**src/rtl/mips_pkg.sv**
```systemverilog
`default_nettype none
// ============================================================================
//  Module      : mips_pkg
//  Description : Shared encodings for the execute stage: ALU opcodes, funct
//                codes, mult/div FSM states and forwarding selects.
//  Revision    : 1.0 - initial release
// ============================================================================
package mips_pkg;

   localparam logic [1:0] ALU_OP_ADD   = 2'b00;
   localparam logic [1:0] ALU_OP_SUB   = 2'b01;
   localparam logic [1:0] ALU_OP_FUNCT = 2'b10;

   localparam logic [5:0] FUNCT_MFHI  = 6'h10;
   localparam logic [5:0] FUNCT_MFLO  = 6'h12;
   localparam logic [5:0] FUNCT_MULT  = 6'h18;
   localparam logic [5:0] FUNCT_MULTU = 6'h19;
   localparam logic [5:0] FUNCT_DIV   = 6'h1A;
   localparam logic [5:0] FUNCT_DIVU  = 6'h1B;
   localparam logic [5:0] FUNCT_ADD   = 6'h20;
   localparam logic [5:0] FUNCT_SUB   = 6'h22;
   localparam logic [5:0] FUNCT_AND   = 6'h24;
   localparam logic [5:0] FUNCT_OR    = 6'h25;
   localparam logic [5:0] FUNCT_SLT   = 6'h2A;

   typedef enum logic [1:0] {
      MD_IDLE = 2'd0,
      MD_RUN  = 2'd1,
      MD_DONE = 2'd2
   } md_state_t;

   typedef enum logic [1:0] {
      FWD_REG   = 2'd0,
      FWD_EXMEM = 2'd1,
      FWD_MEMWB = 2'd2
   } fwd_sel_t;

   // True for the four functs that launch the iterative unit.
   function automatic logic is_md_funct(input logic [5:0] f);
      return (f == FUNCT_MULT) || (f == FUNCT_MULTU) ||
             (f == FUNCT_DIV)  || (f == FUNCT_DIVU);
   endfunction

   // True for functs that touch HI/LO and therefore must wait for the unit.
   function automatic logic is_hilo_funct(input logic [5:0] f);
      return is_md_funct(f) || (f == FUNCT_MFHI) || (f == FUNCT_MFLO);
   endfunction

   // EX/MEM beats MEM/WB; register 0 is hard-wired and never forwarded.
   function automatic fwd_sel_t fwd_select(input logic [4:0] idx,
                                           input logic       exm_we,
                                           input logic [4:0] exm_rd,
                                           input logic       mwb_we,
                                           input logic [4:0] mwb_rd);
      if (exm_we && (exm_rd != 5'd0) && (exm_rd == idx))
         return FWD_EXMEM;
      else if (mwb_we && (mwb_rd != 5'd0) && (mwb_rd == idx))
         return FWD_MEMWB;
      else
         return FWD_REG;
   endfunction

endpackage
`default_nettype wire

```
**src/rtl/ex_stage_muldiv_if.sv**
```systemverilog
`default_nettype none
// ============================================================================
//  Module      : ex_stage_muldiv_if
//  Description : Bundle of ID/EX inputs, forwarding sources and EX/MEM
//                outputs of the execute stage.
//  Revision    : 1.0 - initial release
// ============================================================================
interface ex_stage_muldiv_if #(
   parameter int XLEN = 32
);
   logic            valid_in;
   logic            reg_write_in;
   logic [1:0]      alu_op_in;
   logic [5:0]      funct_in;
   logic            alu_src_in;
   logic            reg_dst_in;
   logic [XLEN-1:0] read_data_1_in;
   logic [XLEN-1:0] read_data_2_in;
   logic [XLEN-1:0] sign_extend_in;
   logic [4:0]      rs_in;
   logic [4:0]      rt_in;
   logic [4:0]      rd_in;
   logic            ex_mem_reg_write;
   logic [4:0]      ex_mem_rd;
   logic [XLEN-1:0] ex_mem_result;
   logic            mem_wb_reg_write;
   logic [4:0]      mem_wb_rd;
   logic [XLEN-1:0] mem_wb_data;
   logic [XLEN-1:0] alu_result_out;
   logic [XLEN-1:0] store_data_out;
   logic [4:0]      write_reg_out;
   logic            zero_out;
   logic            reg_write_out;
   logic            valid_out;
   logic            stall_out;
   logic            md_busy_out;

   modport slave (
      input  valid_in, reg_write_in, alu_op_in, funct_in, alu_src_in,
             reg_dst_in, read_data_1_in, read_data_2_in, sign_extend_in,
             rs_in, rt_in, rd_in, ex_mem_reg_write, ex_mem_rd, ex_mem_result,
             mem_wb_reg_write, mem_wb_rd, mem_wb_data,
      output alu_result_out, store_data_out, write_reg_out, zero_out,
             reg_write_out, valid_out, stall_out, md_busy_out
   );

   modport master (
      output valid_in, reg_write_in, alu_op_in, funct_in, alu_src_in,
             reg_dst_in, read_data_1_in, read_data_2_in, sign_extend_in,
             rs_in, rt_in, rd_in, ex_mem_reg_write, ex_mem_rd, ex_mem_result,
             mem_wb_reg_write, mem_wb_rd, mem_wb_data,
      input  alu_result_out, store_data_out, write_reg_out, zero_out,
             reg_write_out, valid_out, stall_out, md_busy_out
   );
endinterface
`default_nettype wire

```
**src/rtl/muldiv_unit.sv**
```systemverilog
`default_nettype none
// ============================================================================
//  Module      : muldiv_unit
//  Description : Iterative shift-add multiplier / restoring divider with
//                HI/LO result registers. Signed ops run on magnitudes and the
//                sign is applied in the DONE cycle.
//  Revision    : 1.0 - initial release
// ============================================================================
module muldiv_unit
   import mips_pkg::*;
#(
   parameter int XLEN     = 32,
   parameter int MD_STEPS = 32
) (
   input  logic            clk,
   input  logic            reset,
   input  logic            i_start,
   input  logic [5:0]      i_funct,
   input  logic [XLEN-1:0] i_op_a,
   input  logic [XLEN-1:0] i_op_b,
   output logic [XLEN-1:0] o_hi,
   output logic [XLEN-1:0] o_lo,
   output logic            o_busy
);

   // Bits retired per RUN edge, so that MD_STEPS edges always cover XLEN bits.
   localparam int              BPS      = (XLEN + MD_STEPS - 1) / MD_STEPS;
   localparam int              CNT_W    = (MD_STEPS > 1) ? $clog2(MD_STEPS) : 1;
   localparam logic [CNT_W-1:0] LAST_CNT = CNT_W'(MD_STEPS - 1);

   md_state_t         r_state, w_state_next;
   logic [CNT_W-1:0]  r_cnt;
   logic [2*XLEN-1:0] r_acc;      // mult: {partial, multiplier}; div: {rem, quot}
   logic [XLEN-1:0]   r_opnd;     // multiplicand or divisor magnitude
   logic              r_is_div;
   logic              r_neg_lo;
   logic              r_neg_hi;
   logic [XLEN-1:0]   r_hi, r_lo;

   logic              w_signed, w_div, w_a_neg, w_b_neg, w_div0;
   logic [XLEN-1:0]   w_a_mag, w_b_mag;
   logic [2*XLEN-1:0] w_cap_acc;
   logic [XLEN-1:0]   w_cap_opnd;
   logic              w_cap_neg_lo, w_cap_neg_hi;
   logic [2*XLEN-1:0] w_acc_step;
   logic [XLEN+1:0]   w_trial;
   logic [XLEN:0]     w_sum;
   logic [2*XLEN-1:0] w_prod;
   logic [XLEN-1:0]   w_fix_hi, w_fix_lo;

   // Operand capture: magnitudes plus result signs; divide-by-zero keeps the raw dividend.
   always_comb begin
      w_signed     = (i_funct == FUNCT_MULT) || (i_funct == FUNCT_DIV);
      w_div        = (i_funct == FUNCT_DIV)  || (i_funct == FUNCT_DIVU);
      w_a_neg      = w_signed && i_op_a[XLEN-1];
      w_b_neg      = w_signed && i_op_b[XLEN-1];
      w_a_mag      = w_a_neg ? (~i_op_a + 1'b1) : i_op_a;
      w_b_mag      = w_b_neg ? (~i_op_b + 1'b1) : i_op_b;
      w_div0       = w_div && (i_op_b == '0);
      w_cap_acc    = '0;
      w_cap_opnd   = '0;
      w_cap_neg_lo = 1'b0;
      w_cap_neg_hi = 1'b0;
      if (w_div0) begin
         // Divisor 0 makes every trial subtract succeed: quot = all ones, rem = dividend.
         w_cap_acc  = {{XLEN{1'b0}}, i_op_a};
      end else if (w_div) begin
         w_cap_acc    = {{XLEN{1'b0}}, w_a_mag};
         w_cap_opnd   = w_b_mag;
         w_cap_neg_lo = w_a_neg ^ w_b_neg;
         w_cap_neg_hi = w_a_neg;
      end else begin
         w_cap_acc    = {{XLEN{1'b0}}, w_b_mag};
         w_cap_opnd   = w_a_mag;
         w_cap_neg_lo = w_a_neg ^ w_b_neg;
         w_cap_neg_hi = w_a_neg ^ w_b_neg;
      end
   end

   // One RUN edge worth of shift-add or restoring-subtract iterations.
   always_comb begin
      w_acc_step = r_acc;
      w_trial    = '0;
      w_sum      = '0;
      for (int k = 0; k < BPS; k++) begin
         if ((int'(r_cnt) * BPS + k) < XLEN) begin
            if (r_is_div) begin
               w_trial = {1'b0, w_acc_step[2*XLEN-1:XLEN-1]} - {2'b00, r_opnd};
               if (!w_trial[XLEN+1])
                  w_acc_step = {w_trial[XLEN-1:0], w_acc_step[XLEN-2:0], 1'b1};
               else
                  w_acc_step = {w_acc_step[2*XLEN-2:0], 1'b0};
            end else begin
               w_sum = {1'b0, w_acc_step[2*XLEN-1:XLEN]} +
                       (w_acc_step[0] ? {1'b0, r_opnd} : {(XLEN+1){1'b0}});
               w_acc_step = {w_sum, w_acc_step[XLEN-1:1]};
            end
         end
      end
   end

   // Sign fix applied when leaving DONE.
   always_comb begin
      w_prod   = r_neg_lo ? (~r_acc + 1'b1) : r_acc;
      w_fix_hi = w_prod[2*XLEN-1:XLEN];
      w_fix_lo = w_prod[XLEN-1:0];
      if (r_is_div) begin
         w_fix_lo = r_neg_lo ? (~r_acc[XLEN-1:0] + 1'b1) : r_acc[XLEN-1:0];
         w_fix_hi = r_neg_hi ? (~r_acc[2*XLEN-1:XLEN] + 1'b1) : r_acc[2*XLEN-1:XLEN];
      end
   end

   // FSM state register.
   always_ff @(posedge clk) begin
      if (reset) r_state <= MD_IDLE;
      else       r_state <= w_state_next;
   end

   // FSM next-state: IDLE -> RUN on start, RUN -> DONE on the last step, DONE -> IDLE.
   always_comb begin
      w_state_next = r_state;
      case (r_state)
         MD_IDLE: if (i_start) w_state_next = MD_RUN;
         MD_RUN:  if (r_cnt == LAST_CNT) w_state_next = MD_DONE;
         MD_DONE: w_state_next = MD_IDLE;
         default: w_state_next = MD_IDLE;
      endcase
   end

   // Datapath registers: capture, iterate, then commit HI/LO.
   always_ff @(posedge clk) begin
      if (reset) begin
         r_cnt    <= '0;
         r_acc    <= '0;
         r_opnd   <= '0;
         r_is_div <= 1'b0;
         r_neg_lo <= 1'b0;
         r_neg_hi <= 1'b0;
         r_hi     <= '0;
         r_lo     <= '0;
      end else begin
         case (r_state)
            MD_IDLE: begin
               if (i_start) begin
                  r_cnt    <= '0;
                  r_acc    <= w_cap_acc;
                  r_opnd   <= w_cap_opnd;
                  r_is_div <= w_div;
                  r_neg_lo <= w_cap_neg_lo;
                  r_neg_hi <= w_cap_neg_hi;
               end
            end
            MD_RUN: begin
               r_acc <= w_acc_step;
               r_cnt <= (r_cnt == LAST_CNT) ? '0 : r_cnt + 1'b1;
            end
            MD_DONE: begin
               r_hi <= w_fix_hi;
               r_lo <= w_fix_lo;
            end
            default: r_cnt <= '0;
         endcase
      end
   end

   assign o_hi   = r_hi;
   assign o_lo   = r_lo;
   assign o_busy = (r_state == MD_RUN) || (r_state == MD_DONE);

endmodule
`default_nettype wire

```
**src/rtl/ex_stage_muldiv.sv**
```systemverilog
`default_nettype none
// ============================================================================
//  Module      : ex_stage_muldiv
//  Description : Execute stage: operand forwarding, B/destination select,
//                single-cycle ALU and hazard stall for the mult/div unit.
//  Revision    : 1.0 - initial release
// ============================================================================
module ex_stage_muldiv
   import mips_pkg::*;
#(
   parameter int XLEN     = 32,
   parameter int MD_STEPS = 32
) (
   input  logic             clk,
   input  logic             reset,
   ex_stage_muldiv_if.slave bus
);

   fwd_sel_t        w_fwd_a, w_fwd_b;
   logic [XLEN-1:0] w_rs_val, w_rt_val, w_alu_b, w_alu_res;
   logic [XLEN-1:0] w_hi, w_lo;
   logic            w_busy, w_stall, w_md_op, w_md_start;

   assign w_fwd_a = fwd_select(bus.rs_in, bus.ex_mem_reg_write, bus.ex_mem_rd,
                               bus.mem_wb_reg_write, bus.mem_wb_rd);
   assign w_fwd_b = fwd_select(bus.rt_in, bus.ex_mem_reg_write, bus.ex_mem_rd,
                               bus.mem_wb_reg_write, bus.mem_wb_rd);

   // Forwarding muxes for Rs and Rt.
   always_comb begin
      w_rs_val = bus.read_data_1_in;
      w_rt_val = bus.read_data_2_in;
      case (w_fwd_a)
         FWD_EXMEM: w_rs_val = bus.ex_mem_result;
         FWD_MEMWB: w_rs_val = bus.mem_wb_data;
         default:   w_rs_val = bus.read_data_1_in;
      endcase
      case (w_fwd_b)
         FWD_EXMEM: w_rt_val = bus.ex_mem_result;
         FWD_MEMWB: w_rt_val = bus.mem_wb_data;
         default:   w_rt_val = bus.read_data_2_in;
      endcase
   end

   assign w_alu_b = bus.alu_src_in ? bus.sign_extend_in : w_rt_val;

   // ALU; undefined encodings produce zero.
   always_comb begin
      w_alu_res = '0;
      case (bus.alu_op_in)
         ALU_OP_ADD: w_alu_res = w_rs_val + w_alu_b;
         ALU_OP_SUB: w_alu_res = w_rs_val - w_alu_b;
         ALU_OP_FUNCT: begin
            case (bus.funct_in)
               FUNCT_ADD:  w_alu_res = w_rs_val + w_alu_b;
               FUNCT_SUB:  w_alu_res = w_rs_val - w_alu_b;
               FUNCT_AND:  w_alu_res = w_rs_val & w_alu_b;
               FUNCT_OR:   w_alu_res = w_rs_val | w_alu_b;
               FUNCT_SLT:  w_alu_res = {{(XLEN-1){1'b0}},
                                        ($signed(w_rs_val) < $signed(w_alu_b))};
               FUNCT_MFHI: w_alu_res = w_hi;
               FUNCT_MFLO: w_alu_res = w_lo;
               default:    w_alu_res = '0;
            endcase
         end
         default: w_alu_res = '0;
      endcase
   end

   // Hazard: any HI/LO user waits while the unit iterates; never during reset.
   assign w_md_op    = is_md_funct(bus.funct_in);
   assign w_stall    = bus.valid_in && w_busy && is_hilo_funct(bus.funct_in) && !reset;
   assign w_md_start = bus.valid_in && !w_stall && w_md_op;

   muldiv_unit #(
      .XLEN     (XLEN),
      .MD_STEPS (MD_STEPS)
   ) u_muldiv (
      .clk     (clk),
      .reset   (reset),
      .i_start (w_md_start),
      .i_funct (bus.funct_in),
      .i_op_a  (w_rs_val),
      .i_op_b  (w_rt_val),
      .o_hi    (w_hi),
      .o_lo    (w_lo),
      .o_busy  (w_busy)
   );

   assign bus.alu_result_out = w_alu_res;
   assign bus.store_data_out = w_rt_val;
   assign bus.write_reg_out  = bus.reg_dst_in ? bus.rd_in : bus.rt_in;
   assign bus.zero_out       = (w_alu_res == '0);
   assign bus.valid_out      = bus.valid_in && !w_stall;
   assign bus.reg_write_out  = bus.reg_write_in && bus.valid_in && !w_stall && !w_md_op;
   assign bus.stall_out      = w_stall;
   assign bus.md_busy_out    = w_busy;

endmodule
`default_nettype wire
```
**src/flat_wrapper.sv**
```systemverilog
// flat-port wrapper written by rule: the top's interface ports become plain ports
module ex_stage_muldiv_flat import mips_pkg::*;
#(
   parameter int XLEN     = 32,
   parameter int MD_STEPS = 32
)
  (clk, reset, bus_valid_in, bus_reg_write_in, bus_alu_op_in, bus_funct_in, bus_alu_src_in, bus_reg_dst_in, bus_read_data_1_in, bus_read_data_2_in, bus_sign_extend_in, bus_rs_in, bus_rt_in, bus_rd_in, bus_ex_mem_reg_write, bus_ex_mem_rd, bus_ex_mem_result, bus_mem_wb_reg_write, bus_mem_wb_rd, bus_mem_wb_data, bus_alu_result_out, bus_store_data_out, bus_write_reg_out, bus_zero_out, bus_reg_write_out, bus_valid_out, bus_stall_out, bus_md_busy_out);
  ex_stage_muldiv_if #(.XLEN(XLEN)) bus_i ();
  input  logic clk;
  input  logic reset;
  input wire logic [$bits(bus_i.valid_in)-1:0] bus_valid_in;
  input wire logic [$bits(bus_i.reg_write_in)-1:0] bus_reg_write_in;
  input wire logic [$bits(bus_i.alu_op_in)-1:0] bus_alu_op_in;
  input wire logic [$bits(bus_i.funct_in)-1:0] bus_funct_in;
  input wire logic [$bits(bus_i.alu_src_in)-1:0] bus_alu_src_in;
  input wire logic [$bits(bus_i.reg_dst_in)-1:0] bus_reg_dst_in;
  input wire logic [$bits(bus_i.read_data_1_in)-1:0] bus_read_data_1_in;
  input wire logic [$bits(bus_i.read_data_2_in)-1:0] bus_read_data_2_in;
  input wire logic [$bits(bus_i.sign_extend_in)-1:0] bus_sign_extend_in;
  input wire logic [$bits(bus_i.rs_in)-1:0] bus_rs_in;
  input wire logic [$bits(bus_i.rt_in)-1:0] bus_rt_in;
  input wire logic [$bits(bus_i.rd_in)-1:0] bus_rd_in;
  input wire logic [$bits(bus_i.ex_mem_reg_write)-1:0] bus_ex_mem_reg_write;
  input wire logic [$bits(bus_i.ex_mem_rd)-1:0] bus_ex_mem_rd;
  input wire logic [$bits(bus_i.ex_mem_result)-1:0] bus_ex_mem_result;
  input wire logic [$bits(bus_i.mem_wb_reg_write)-1:0] bus_mem_wb_reg_write;
  input wire logic [$bits(bus_i.mem_wb_rd)-1:0] bus_mem_wb_rd;
  input wire logic [$bits(bus_i.mem_wb_data)-1:0] bus_mem_wb_data;
  output wire logic [$bits(bus_i.alu_result_out)-1:0] bus_alu_result_out;
  output wire logic [$bits(bus_i.store_data_out)-1:0] bus_store_data_out;
  output wire logic [$bits(bus_i.write_reg_out)-1:0] bus_write_reg_out;
  output wire logic [$bits(bus_i.zero_out)-1:0] bus_zero_out;
  output wire logic [$bits(bus_i.reg_write_out)-1:0] bus_reg_write_out;
  output wire logic [$bits(bus_i.valid_out)-1:0] bus_valid_out;
  output wire logic [$bits(bus_i.stall_out)-1:0] bus_stall_out;
  output wire logic [$bits(bus_i.md_busy_out)-1:0] bus_md_busy_out;
  assign bus_i.valid_in = bus_valid_in;
  assign bus_i.reg_write_in = bus_reg_write_in;
  assign bus_i.alu_op_in = bus_alu_op_in;
  assign bus_i.funct_in = bus_funct_in;
  assign bus_i.alu_src_in = bus_alu_src_in;
  assign bus_i.reg_dst_in = bus_reg_dst_in;
  assign bus_i.read_data_1_in = bus_read_data_1_in;
  assign bus_i.read_data_2_in = bus_read_data_2_in;
  assign bus_i.sign_extend_in = bus_sign_extend_in;
  assign bus_i.rs_in = bus_rs_in;
  assign bus_i.rt_in = bus_rt_in;
  assign bus_i.rd_in = bus_rd_in;
  assign bus_i.ex_mem_reg_write = bus_ex_mem_reg_write;
  assign bus_i.ex_mem_rd = bus_ex_mem_rd;
  assign bus_i.ex_mem_result = bus_ex_mem_result;
  assign bus_i.mem_wb_reg_write = bus_mem_wb_reg_write;
  assign bus_i.mem_wb_rd = bus_mem_wb_rd;
  assign bus_i.mem_wb_data = bus_mem_wb_data;
  assign bus_alu_result_out = bus_i.alu_result_out;
  assign bus_store_data_out = bus_i.store_data_out;
  assign bus_write_reg_out = bus_i.write_reg_out;
  assign bus_zero_out = bus_i.zero_out;
  assign bus_reg_write_out = bus_i.reg_write_out;
  assign bus_valid_out = bus_i.valid_out;
  assign bus_stall_out = bus_i.stall_out;
  assign bus_md_busy_out = bus_i.md_busy_out;
  ex_stage_muldiv #(.XLEN(XLEN), .MD_STEPS(MD_STEPS)) u_core (.clk(clk), .reset(reset), .bus(bus_i));
endmodule
```
**config.mk**
```make
export PLATFORM = sky130hd
export DESIGN_NAME = ex_stage_muldiv_flat
export DESIGN_NICKNAME = d
export VERILOG_FILES = /design/src/rtl/mips_pkg.sv /design/src/rtl/ex_stage_muldiv_if.sv /design/src/rtl/muldiv_unit.sv /design/src/rtl/ex_stage_muldiv.sv /design/src/flat_wrapper.sv
export SDC_FILE = /design/constraint.sdc
export NUM_CORES = 1
export LEC_CHECK = 0
export CELL_PAD_IN_SITES_DETAIL_PLACEMENT = 1
export CELL_PAD_IN_SITES_GLOBAL_PLACEMENT = 1
export CORE_MARGIN = 2
export CORE_UTILIZATION = 43
export DETAILED_ROUTE_END_ITERATION = 7
export MAX_ROUTING_LAYER = met4
export PLACE_DENSITY_LB_ADDON = 0.2
export SYNTH_ARGS = -nofsm -noshare
export SYNTH_HDL_FRONTEND = slang
export SYNTH_SLANG_ARGS = --single-unit
```
**constraint.sdc**
```tcl
create_clock -name clk -period 11.48 [get_ports clk]
set_clock_uncertainty 0.1 [all_clocks]
set_input_delay 1.722 -clock clk [delete_from_list [all_inputs] [get_ports clk]]
set_output_delay 1.722 -clock clk [all_outputs]
set_load 0.1 [all_outputs]
```
==> metrics <==
residual overflow from global routing=0; Pre-Repair DR Iteration Count=6; normalized max-slew margin=0.200; global-route met1 utilization=0.520; transition time of the tightest slew-check pin=1.20 ns; die width=around 240 um; period utilisation layout=0.946; CTS sink count=170; port bufs=~270; worst setup path end=bus_zero_out; post-synth top area share=0.147; critical path peak fanout=27; Starting Density=0.433; worst-case clock buffer depth=2; leading area contributor after synthesis=dfxtp_1; Pins Over Slew Limit=0; Peak Freq=between 90 and 100 MHz; Max Cap Viol=0; crit path from=bus_mem_wb_rd[1]; CP Launch Type=input pin; top-count cell post-synth=nor2_1; Lkg Pwr=~11 nW; I/O pin count=approximately 280; WP data required=9.66 ns; via-per-instance ratio=6.73; final hold violations=0; DRC=0; final WL=around 120 mm; Core Area=~54,000 um^2; synthesized area=between 20,000 and 25,000 um^2; Worst setup EP type=output port; postcts setup bufs=0; Netlist cell types=between 100 and 150; first-pass GRT wire length=about 180 mm; Post-Route Utilization=0.512; Tot GR Track Use=0.434; Synth Instances=3,270; post-route minimum period=approximately 11 ns; row cnt=between 80 and 90; pwr/cell area=about 91 nW/um^2; DRT antenna net count=0; routing usage on met3=0.0671; outcome=finished clean; Synth Flop Type=dfxtp_1; global-route track usage on met2=0.678; number of flops mapped to enable cells by yosys=0; hold_buf cts=0; GPL Wtd Cong=between 1 and 1.5; vias in the first global route=between 20,000 and 30,000; CTS tree=yes; Fin Hold WS=roughly 0.36 ns; cts bufs inserted=17; # resized after CTS=0; fin nets=roughly 3,800; Tightest Hold Check Type=register to register; routed length per instance=29.2 um; share of the yosys chip area belonging to registers=0.147; critical path type=input pin to output port; top area cells in the synthesized netlist=dfxtp_1 (15%), ha_1 (9.5%), nor2_1 (5.6%), mux2i_1 (5.2%), xnor2_1 (5.0%); RSZ-0062 raised after global routing=no; DR iter-0 viols=2,804; RR Endpoint=u_core.u_muldiv.r_acc[62]; GRT busiest layer=met2; Die Y=between 200 and 250 um; H-tree depth=4; #FFs+latches synth=170; FFs w/ async S/R, synth=0; # setup viols final=0; reg2reg setup slack=6.73 ns; RR Startpoint=u_core.u_muldiv.r_acc[31]; Detail Placement HPWL=around 97 mm; Worst-Skew Late Latency=0.48 ns; Syn Nets=around 3,700; Via Count=27,921; FF-to-FF path depth=14; Root Buffer=clkbuf_16; setup TNS=0 ns; initial antenna violation count=1; Fillers=6,814; DIE AREA=approximately 56,000 um^2; layout cells sized above 1=0.0887; clk slew on worst S/H paths=~0.07 ns; CP arrival=~9.0 ns; VDD IR max=88.9 uV; warnings from Yosys=0; Mean Syn Cell Area=approximately 7.1 um^2; commonest cells in the netlist=nor2_1 (349), nand2_1 (286), a21oi_1 (224); largest net degree at the start of global routing=roughly 110; P&R area growth vs syn=18.1%
## metrics by stage
stage	cell area, um^2	setup WS (ns)	std cells	power (mW)
3_3_place_gp	26800	0.620	4113	1.86
6_report	27400	0.621	4147	2.50
5_1_grt	27400	0.153	4147	2.58
3_5_place_dp	26800	0.426	4113	1.88
2_1_floorplan	23400	0.0550	3270	1.44
4_1_cts	27400	0.407	4145	2.47
## worst max-delay path, cell delays in order
cell             delay [ns]
clkdlybuf4s50_1        0.62
xor2_1                 0.19
or4b_4                 0.72
nor2_8                 0.51
mux2i_1                0.21
o21ai_4                0.16
inv_1                  0.10
o21ai_0                0.37
inv_1                  0.12
ha_1                   0.48
nor3_2                 0.37
nand2_1                0.15
o311ai_1               0.54
o31ai_1                0.15
mux2_2                 0.29
a221o_2                0.35
nand4bb_1              0.19
or4_1                  0.51
nor4_1                 0.55
nand4b_1               0.19
nor4_2                 0.28
buf_12                 0.22
## worst min-delay path by stage
stage                                     startpoint                    endpoint  slack [ns]  cells past startpoint
final                     u_core.u_muldiv.r_opnd[23]  u_core.u_muldiv.r_opnd[23]        0.36                      2
after global routing      u_core.u_muldiv.r_opnd[23]  u_core.u_muldiv.r_opnd[23]        0.39                      2
after global placement    u_core.u_muldiv.r_opnd[13]  u_core.u_muldiv.r_opnd[13]        0.34                      2
after detailed placement  u_core.u_muldiv.r_opnd[23]  u_core.u_muldiv.r_opnd[23]        0.35                      2
after CTS                 u_core.u_muldiv.r_opnd[23]  u_core.u_muldiv.r_opnd[23]        0.36                      2
after floorplan           u_core.u_muldiv.r_opnd[23]  u_core.u_muldiv.r_opnd[23]        0.32                      2
## logic make-up after synthesis
family,Yosys count,share of synthesized area
XOR/XNOR,209,0.0788
multiplexers,152,0.0672
buffers and inverters,383,0.0659
flip-flops,170,0.147
AO/OA/AOI/OAI,1056,0.307
AND/OR/NAND/NOR,1119,0.235
adder cells (fa/ha/maj),181,0.0988
## state kept, by name (all words and copies together) (netlist names)
name                      count
u_core.u_muldiv.r_neg_lo      1
u_core.u_muldiv.r_neg_hi      1
u_core.u_muldiv.r_cnt         5
u_core.u_muldiv.o_hi         32
u_core.u_muldiv.r_state       2
u_core.u_muldiv.r_acc        64
u_core.u_muldiv.o_lo         32
u_core.u_muldiv.r_opnd       32
u_core.u_muldiv.r_is_div      1
## where the power goes
part	internal [mW]	switching (mW)	leakage, nW
registers	0.593	0.00774	1.37
logic	0.397	0.901	8.92
clock network	0.307	0.291	0.286
total	1.30	1.20	10.6
## layout by cell type, fill, tap and decap left out, types with 27 or more instances in the layout
cell             instances
or3_1                   35
nand3_1                 93
mux2i_1                120
o211ai_1                37
buf_4                  112
o31ai_1                 27
nand2_1                286
a31oi_1                 54
ha_1                   176
o22ai_1                 45
xor2_1                  77
inv_1                  161
o21ai_1                 31
xnor2_1                132
nor3_1                 109
nor2_1                 347
o21ai_0                184
nand2b_1                30
a21o_1                  58
clkdlybuf4s50_1        245
a211oi_1                80
mux2_2                  32
nor4_1                  33
dfxtp_1                169
a21oi_1                224
## final cells by class
cell class                      instances  area (um^2)  area share
Inverter                              169          634      0.0231
Sequential cell                       170         3400       0.124
Clock inverter                         15          158     0.00575
Antenna cell                            1         2.50   0.0000912
Multi-Input combinational cell       2717        18600       0.677
Tap cell                              696          871      0.0318
Clock buffer                           17          425      0.0155
Timing Repair Buffer                  362         3360       0.123
## layer usage
layer  vias up  routed length [um]
met4         0                9370
met5         -                   0
met1     13721               48900
met3       417                9100
met2      1430               53700
li1      12353                   -
Note: power is estimated with default switching activity, not from simulation.
